==> src/rtl/trap_ctrl_if.sv <==
// Pipeline/CSR-facing signal bundle for the trap controller.
// The slave side is the trap controller; the master side is the pipeline/CSR environment.
interface trap_ctrl_if #(
    parameter int XLEN = 32
) ();
    logic            ecall;
    logic            mret;
    logic            stall;
    logic            uart_IRQ;
    logic            mstatus_mie;
    logic            mie_meie;
    logic [XLEN-1:0] IF_ID_pres_addr;
    logic [XLEN-1:0] mtvec;
    logic [XLEN-1:0] mepc;
    logic            flush;
    logic            trigger_trap;
    logic [XLEN-1:0] trap_cause;
    logic [XLEN-1:0] trap_epc;
    logic            pc_redirect;
    logic [XLEN-1:0] pc_redirect_addr;
    logic            trapping;

    modport slave (
        input  ecall, mret, stall, uart_IRQ, mstatus_mie, mie_meie,
        input  IF_ID_pres_addr, mtvec, mepc,
        output flush, trigger_trap, trap_cause, trap_epc,
        output pc_redirect, pc_redirect_addr, trapping
    );

    modport master (
        output ecall, mret, stall, uart_IRQ, mstatus_mie, mie_meie,
        output IF_ID_pres_addr, mtvec, mepc,
        input  flush, trigger_trap, trap_cause, trap_epc,
        input  pc_redirect, pc_redirect_addr, trapping
    );
endinterface

==> src/rtl/trap_ctrl.sv <==
// Trap controller: arbitrates ecall / UART interrupt, sequences trap entry
// (flush, CSR capture strobe, redirect to mtvec) and trap return (redirect to mepc).
//
// state   | meaning
// --------+---------------------------------------------------------------
// IDLE    | normal execution, watching for ecall or an enabled pending IRQ
// FLUSH   | pipeline flush held for FLUSH_CYCLES cycles
// ENTER   | one-cycle CSR capture strobe and redirect to the trap vector
// HANDLER | running the handler, waiting for an unstalled mret
// RETURN  | one-cycle redirect to mepc with flush
module trap_ctrl #(
    parameter int FLUSH_CYCLES = 2,
    parameter int XLEN         = 32
) (
    input  logic        clk,
    input  logic        Rst,
    trap_ctrl_if.slave  bus
);

    typedef enum logic [2:0] {
        IDLE    = 3'd0,
        FLUSH   = 3'd1,
        ENTER   = 3'd2,
        HANDLER = 3'd3,
        RETURN  = 3'd4
    } state_t;

    localparam logic [3:0]      FLUSH_LOAD = 4'(FLUSH_CYCLES - 1);
    localparam logic [XLEN-1:0] CAUSE_ECALL = XLEN'(11);
    localparam logic [XLEN-1:0] CAUSE_IRQ   = {1'b1, {(XLEN-1){1'b0}}} | XLEN'(11);

    state_t          state_q, state_d;
    logic [3:0]      cnt_q, cnt_d;
    logic [XLEN-1:0] cause_q, cause_d;
    logic [XLEN-1:0] epc_q, epc_d;
    logic [XLEN-1:0] redir_addr_q, redir_addr_d;
    logic            irq_prev_q;
    logic            irq_pending_q;
    logic            flush_q, trig_q, redir_q, trapping_q;

    logic            irq_enabled;
    logic            irq_edge;
    logic            ecall_take;
    logic            irq_take;
    logic [XLEN-1:0] tvec_base;
    logic [XLEN-1:0] tvec_target;

    // Low address bits of mtvec/mepc never reach the redirect target.
    wire unused_bits = &{1'b0, bus.mtvec[1], bus.mepc[1:0]};

    assign irq_enabled = bus.mstatus_mie & bus.mie_meie;
    assign irq_edge    = bus.uart_IRQ & ~irq_prev_q;
    assign ecall_take  = (state_q == IDLE) & bus.ecall & ~bus.stall;
    // ecall wins a simultaneous request; the interrupt simply stays latched.
    assign irq_take    = (state_q == IDLE) & ~ecall_take & irq_pending_q & irq_enabled;

    // Vectored mode only applies to interrupt causes; exceptions use the base.
    assign tvec_base   = {bus.mtvec[XLEN-1:2], 2'b00};
    assign tvec_target = (bus.mtvec[0] & cause_q[XLEN-1])
                         ? tvec_base + {cause_q[XLEN-3:0], 2'b00}
                         : tvec_base;

    // State register.
    always_ff @(posedge clk or negedge Rst) begin
        if (!Rst) state_q <= IDLE;
        else      state_q <= state_d;
    end

    // Next-state, counter, capture and redirect-target logic.
    always_comb begin
        state_d      = state_q;
        cnt_d        = cnt_q;
        cause_d      = cause_q;
        epc_d        = epc_q;
        redir_addr_d = '0;
        case (state_q)
            IDLE: begin
                if (ecall_take || irq_take) begin
                    cause_d = ecall_take ? CAUSE_ECALL : CAUSE_IRQ;
                    epc_d   = bus.IF_ID_pres_addr;
                    cnt_d   = FLUSH_LOAD;
                    state_d = FLUSH;
                end
            end
            FLUSH: begin
                if (cnt_q == 4'd0) begin
                    state_d      = ENTER;
                    redir_addr_d = tvec_target;
                end else begin
                    cnt_d = cnt_q - 4'd1;
                end
            end
            ENTER: begin
                state_d = HANDLER;
            end
            HANDLER: begin
                if (bus.mret && !bus.stall) begin
                    state_d      = RETURN;
                    redir_addr_d = {bus.mepc[XLEN-1:2], 2'b00};
                end
            end
            RETURN: begin
                state_d = IDLE;
            end
            default: begin
                state_d = IDLE;
            end
        endcase
    end

    // Counter, captured cause/epc and registered outputs decoded from the next state.
    always_ff @(posedge clk or negedge Rst) begin
        if (!Rst) begin
            cnt_q        <= '0;
            cause_q      <= '0;
            epc_q        <= '0;
            redir_addr_q <= '0;
            flush_q      <= 1'b0;
            trig_q       <= 1'b0;
            redir_q      <= 1'b0;
            trapping_q   <= 1'b0;
        end else begin
            cnt_q        <= cnt_d;
            cause_q      <= cause_d;
            epc_q        <= epc_d;
            redir_addr_q <= redir_addr_d;
            flush_q      <= (state_d == FLUSH) || (state_d == RETURN);
            trig_q       <= (state_d == ENTER);
            redir_q      <= (state_d == ENTER) || (state_d == RETURN);
            trapping_q   <= (state_d == FLUSH) || (state_d == ENTER) || (state_d == HANDLER);
        end
    end

    // Interrupt edge detect and pending latch; acceptance clears it.
    always_ff @(posedge clk or negedge Rst) begin
        if (!Rst) begin
            irq_prev_q    <= 1'b0;
            irq_pending_q <= 1'b0;
        end else begin
            irq_prev_q <= bus.uart_IRQ;
            if (irq_take)
                irq_pending_q <= 1'b0;
            else if (irq_edge && irq_enabled)
                irq_pending_q <= 1'b1;
        end
    end

    assign bus.flush            = flush_q;
    assign bus.trigger_trap     = trig_q;
    assign bus.trap_cause       = cause_q;
    assign bus.trap_epc         = epc_q;
    assign bus.pc_redirect      = redir_q;
    assign bus.pc_redirect_addr = redir_addr_q;
    assign bus.trapping         = trapping_q;

endmodule

==> src/flat_wrapper.sv <==
// flat-port wrapper written by rule: the top's interface ports become plain ports
module trap_ctrl_flat 
#(
    parameter int FLUSH_CYCLES = 2,
    parameter int XLEN         = 32
)
  (clk, Rst, bus_ecall, bus_mret, bus_stall, bus_uart_IRQ, bus_mstatus_mie, bus_mie_meie, bus_IF_ID_pres_addr, bus_mtvec, bus_mepc, bus_flush, bus_trigger_trap, bus_trap_cause, bus_trap_epc, bus_pc_redirect, bus_pc_redirect_addr, bus_trapping);
  trap_ctrl_if #(.XLEN(XLEN)) bus_i ();
  input  logic clk;
  input  logic Rst;
  input wire logic [$bits(bus_i.ecall)-1:0] bus_ecall;
  input wire logic [$bits(bus_i.mret)-1:0] bus_mret;
  input wire logic [$bits(bus_i.stall)-1:0] bus_stall;
  input wire logic [$bits(bus_i.uart_IRQ)-1:0] bus_uart_IRQ;
  input wire logic [$bits(bus_i.mstatus_mie)-1:0] bus_mstatus_mie;
  input wire logic [$bits(bus_i.mie_meie)-1:0] bus_mie_meie;
  input wire logic [$bits(bus_i.IF_ID_pres_addr)-1:0] bus_IF_ID_pres_addr;
  input wire logic [$bits(bus_i.mtvec)-1:0] bus_mtvec;
  input wire logic [$bits(bus_i.mepc)-1:0] bus_mepc;
  output wire logic [$bits(bus_i.flush)-1:0] bus_flush;
  output wire logic [$bits(bus_i.trigger_trap)-1:0] bus_trigger_trap;
  output wire logic [$bits(bus_i.trap_cause)-1:0] bus_trap_cause;
  output wire logic [$bits(bus_i.trap_epc)-1:0] bus_trap_epc;
  output wire logic [$bits(bus_i.pc_redirect)-1:0] bus_pc_redirect;
  output wire logic [$bits(bus_i.pc_redirect_addr)-1:0] bus_pc_redirect_addr;
  output wire logic [$bits(bus_i.trapping)-1:0] bus_trapping;
  assign bus_i.ecall = bus_ecall;
  assign bus_i.mret = bus_mret;
  assign bus_i.stall = bus_stall;
  assign bus_i.uart_IRQ = bus_uart_IRQ;
  assign bus_i.mstatus_mie = bus_mstatus_mie;
  assign bus_i.mie_meie = bus_mie_meie;
  assign bus_i.IF_ID_pres_addr = bus_IF_ID_pres_addr;
  assign bus_i.mtvec = bus_mtvec;
  assign bus_i.mepc = bus_mepc;
  assign bus_flush = bus_i.flush;
  assign bus_trigger_trap = bus_i.trigger_trap;
  assign bus_trap_cause = bus_i.trap_cause;
  assign bus_trap_epc = bus_i.trap_epc;
  assign bus_pc_redirect = bus_i.pc_redirect;
  assign bus_pc_redirect_addr = bus_i.pc_redirect_addr;
  assign bus_trapping = bus_i.trapping;
  trap_ctrl #(.FLUSH_CYCLES(FLUSH_CYCLES), .XLEN(XLEN)) u_core (.clk(clk), .Rst(Rst), .bus(bus_i));
endmodule
==> config.mk <==
export PLATFORM = sky130hd
export DESIGN_NAME = trap_ctrl_flat
export DESIGN_NICKNAME = d
export VERILOG_FILES = /design/src/rtl/trap_ctrl_if.sv /design/src/rtl/trap_ctrl.sv /design/src/flat_wrapper.sv
export SDC_FILE = /design/constraint.sdc
export NUM_CORES = 1
export LEC_CHECK = 0
export ABC_AREA = 1
export CAP_MARGIN = 15
export CELL_PAD_IN_SITES_DETAIL_PLACEMENT = 0
export CELL_PAD_IN_SITES_GLOBAL_PLACEMENT = 2
export CORE_MARGIN = 4
export CORE_UTILIZATION = 21
export DETAILED_ROUTE_END_ITERATION = 10
export PLACE_DENSITY_LB_ADDON = 0.1
export SETUP_SLACK_MARGIN = 0.4
export SYNTH_ARGS = -nofsm -noshare
export SYNTH_HDL_FRONTEND = slang
export SYNTH_SLANG_ARGS = --single-unit
==> constraint.sdc <==
create_clock -name clk -period 2.4 [get_ports clk]
set_clock_uncertainty 0.15 [all_clocks]
set_input_delay 0.36 -clock clk [delete_from_list [all_inputs] [get_ports clk]]
set_output_delay 0.36 -clock clk [all_outputs]
set_load 0.1 [all_outputs]
==> results of run 1 <==
[power by group]
| group | leakage (nW) | switching [mW] | internal, mW |
|---|---|---|---|
| logic | 2.14 | 4.03 | 1.02 |
| clock network | 0.170 | 0.598 | 1.02 |
| registers | 0.996 | 0.235 | 1.75 |
[state kept, by name, indices dropped and copies added (netlist names)]
name,flops
u_core.bus.flush,1
u_core.bus.pc_redirect,1
u_core.bus.pc_redirect_addr,30
u_core.bus.trap_cause,2
u_core.bus.trap_epc,32
u_core.bus.trapping,1
u_core.bus.trigger_trap,1
u_core.cnt_q,4
u_core.irq_pending_q,1
u_core.irq_prev_q,1
u_core.state_q,3
[worst register-to-register path, stage by stage (launching register included)]
cell and delay, ns:
dfrtp_4 0.54, ha_4 0.19, fa_2 0.36, nand3_4 0.10, nand2_4 0.06, nand4_4 0.16, buf_4 0.16, buf_6 0.08
nand2_2 0.04, nand3_2 0.05, nand2_1 0.05
[cell usage after synthesis, types with 2 or more instances]
library cell	number
nand2_1	214
dfrtp_1	77
nand3_1	45
inv_1	43
buf_4	33
nor2_1	26
a21oi_1	13
buf_2	10
inv_2	10
nand2_2	6
nand4_1	5
o21ai_0	5
ha_1	4
o21ai_1	4
a21o_1	3
nor3_1	3
nand3_2	2
nor3_4	2
o211ai_1	2
o22ai_1	2
[layout make-up]
class	instances	area, um2
tap	265	332
clock buffer	9	225
fill	2104	12900
multi-input combinational	386	1970
timing repair buffer	193	1730
clock inverter	7	121
sequential	77	1930
inverter	53	211
[how the worst max path moves through the flow]
stage | start | endpoint
after floorplan | u_core.bus.trap_cause[3] | u_core.bus.pc_redirect_addr[24]
after global placement | bus_mtvec[2] | u_core.bus.pc_redirect_addr[30]
after detailed placement | bus_mtvec[2] | u_core.bus.pc_redirect_addr[30]
after CTS | u_core.bus.trap_cause[3] | u_core.bus.pc_redirect_addr[30]
after global routing | u_core.bus.trap_cause[3] | u_core.bus.pc_redirect_addr[30]
final | u_core.bus.trap_cause[3] | u_core.bus.pc_redirect_addr[12]
[per-stage QoR]
stage,instance area (um2),hold slack (ns),setup slack [ns]
after detailed placement,5920,0.240,0.0158
final,6530,0.321,0.345
after CTS,6360,0.314,0.321
after floorplan,4270,-0.0856,0.338
after global placement,5920,0.242,0.0363
after global routing,6530,0.315,0.219
[cell families (layout without fill, tap and decap cells)]
logic type,Yosys count,in the layout,synth area share
AND/OR/NAND/NOR,311,312,0.330
buffers and inverters,98,262,0.124
flip-flops,77,77,0.466
AO/OA/AOI/OAI,37,37,0.0578
adder cells (fa/ha/maj),5,5,0.0170
XOR/XNOR,2,2,0.00424
other,1,30,0.000907
[per-layer routing]
metal / share of wire / global-route usage / vias up
met2: 0.50 / 0.214 / 111
met1: 0.43 / 0.149 / 1759
met5: 0 / 0 / -
met4: 0.012 / 0.0388 / 0
li1: - / - / 1976
met3: 0.066 / 0.0360 / 10
[what timing repair did]
item / 4_1_cts / 5_1_grt
hold endpoints to repair: 35 / 0
pin swaps: 9 / 11
hold buffers: 1 / 0
endpoints found under the setup margin: 26 / 30
setup buffers: 4 / 5
gates resized for setup: 7 / 33
cloned: 1 / 0
==> summary.txt, run 1 <==
Power and ir drop
  – Power per Cell Area: 1330 nW/um2
  – Power, Total: 8.66 mW
  – LEAKAGE: 3.31 nW
  – Maximum VDD drop: 341 uV

Yosys
  – Synth async-reset ratio: 1.00
  – Top_reg_cell synth: dfrtp_1
  – Synth cell types: 42
  – Synthesis Warnings: 0
  – Avg Synthesized Cell Area: 7.78 um2
  – Top cells by area, synth: dfrtp_1 (47%), nand2_1 (19%), buf_4 (6.0%), nand3_1 (5.4%), inv_1 (3.9%)
  – Post-synth EDFFs: 0
  – Syn Inst Count: 531
  – #FFs+latches synth: 77
  – Syn Std Cell Area: 4130 um2
  – Post-synthesis sequential area ratio: 0.466
  – Leading area contributor after synthesis: dfrtp_1
  – Yosys top cell area share: 0.466

Setup path
  – Reg-to-Reg End: u_core.bus.pc_redirect_addr[12]
  – Worst setup EP type: flip-flop
  – Critical Path Max Stage Delay: 0.54 ns
  – Worst R2R Setup Slack: 0.35 ns
  – Crit-path max FO: 6
  – Worst Path Class, Setup: flip-flop to flip-flop
  – CP Depth: 10
  – Reg2reg start: u_core.bus.trap_cause[3]
  – CP max-delay cell: dfrtp_4
  – Required @ worst endpoint: 2.48 ns
  – Worst path bufs/invs: 2
  – Crit-path leading delay family: adder cells
  – FF-to-FF path depth: 10
  – CP Data Arrival Time: 2.14 ns
  – Crit-path cells: ha_4, fa_2, nand3_4, nand2_4, nand4_4, buf_4, buf_6, nand2_2, nand3_2, nand2_1
  – Startpoint types: flip-flop

Floorplan
  – Initial Util: 0.213
  – I/O pin count: between 200 and 250
  – Cell Rows: between 50 and 60
  – Full die area: 22000 um2
  – Core area: 19400 um2
  – Die Y: 148 um
  – Die width: 148 um

Placed design
  – Gpl congestion: between 0.7 and 0.8
  – I/O Buffers: 170
  – HPWL Detailed: 10.2 mm
  – Dpl cells: 963

CTS
  – Num CTS Buffers: 9
  – Clock Sinks: 77
  – Htree depth: 3
  – Cell at the root of the clock tree: clkbuf_16
  – Clock Tree Buf Depth: 2
  – Clk_lat worst skew: 0.34 ns
  – CTS tree: built
  – Worst-path clk slew: 0.07 ns

STA
  – Min Tclk post-route: about 2.1 ns
  – Setup violators final: 0
  – Hold Vio Cnt, Final: 0
  – Period utilization: 0.856
  – Slew Viols, Final: 0
  – Worst rel slew slack: 0.604
  – Setup_tns: 0 ns
  – Fmax: 0.487 GHz
  – Slew at the pin closest to its max-slew limit: just under 0.6 ns
  – RSZ-0062 raised after global routing: yes

Routing
  – DRC Markers: 0
  – Total number of vias: 3856
  – Starting DRT DRC Count: approximately 120
  – Drt wl/cell: 13.7 um
  – Drt pass-1 iters: 4
  – ANT nets after route: 0
  – Final wirelength: 13.6 mm
  – Vias/cell: 3.89

Global route
  – Largest net degree at the start of global routing: 38
  – Vias in the first global route: 4057
  – First-pass GRT wire length: around 21 mm
  – GRT overflow: 0
  – GRT Overall Usage: 0.124
  – Initial antenna violation count: 0

Layout
  – NumNets Final: 829
  – Commonest non-fill, non-tap cell in the layout: nand2_1
  – Area delta synth->final: 57.9%
  – N_diodes: 0
  – Leading cell types in the layout, fill and taps excluded: nand2_1 (209), clkdlybuf4s50_1 (99), buf_4 (87)
  – Fin util: 0.336
  – Layout cells sized above 1: 0.228
  – Post-Layout Cell Count: approximately 1000

Min path
  – Hold Crit Start: u_core.bus.trap_epc[14]
  – Hold Path Stages: 2
  – Hold Path Sink: u_core.bus.trap_epc[14]
  – Hold Path Class: flip-flop to flip-flop

Job
  – # Max-Cap Violations: 0

Outcome
  – Status: completed
Note: power is estimated with default switching activity, not from simulation.
==> inputs of run 2 (changes only) <==
--- a/config.mk
+++ b/config.mk
@@ -14,6 +14,7 @@
 export DETAILED_ROUTE_END_ITERATION = 10
 export PLACE_DENSITY_LB_ADDON = 0.1
 export SETUP_SLACK_MARGIN = 0.4
+export SLEW_MARGIN = 40
 export SYNTH_ARGS = -nofsm -noshare
 export SYNTH_HDL_FRONTEND = slang
 export SYNTH_SLANG_ARGS = --single-unit
==> results of run 2 <==
Same layout as run 1: the final DEF is identical, and so are final timing and power.
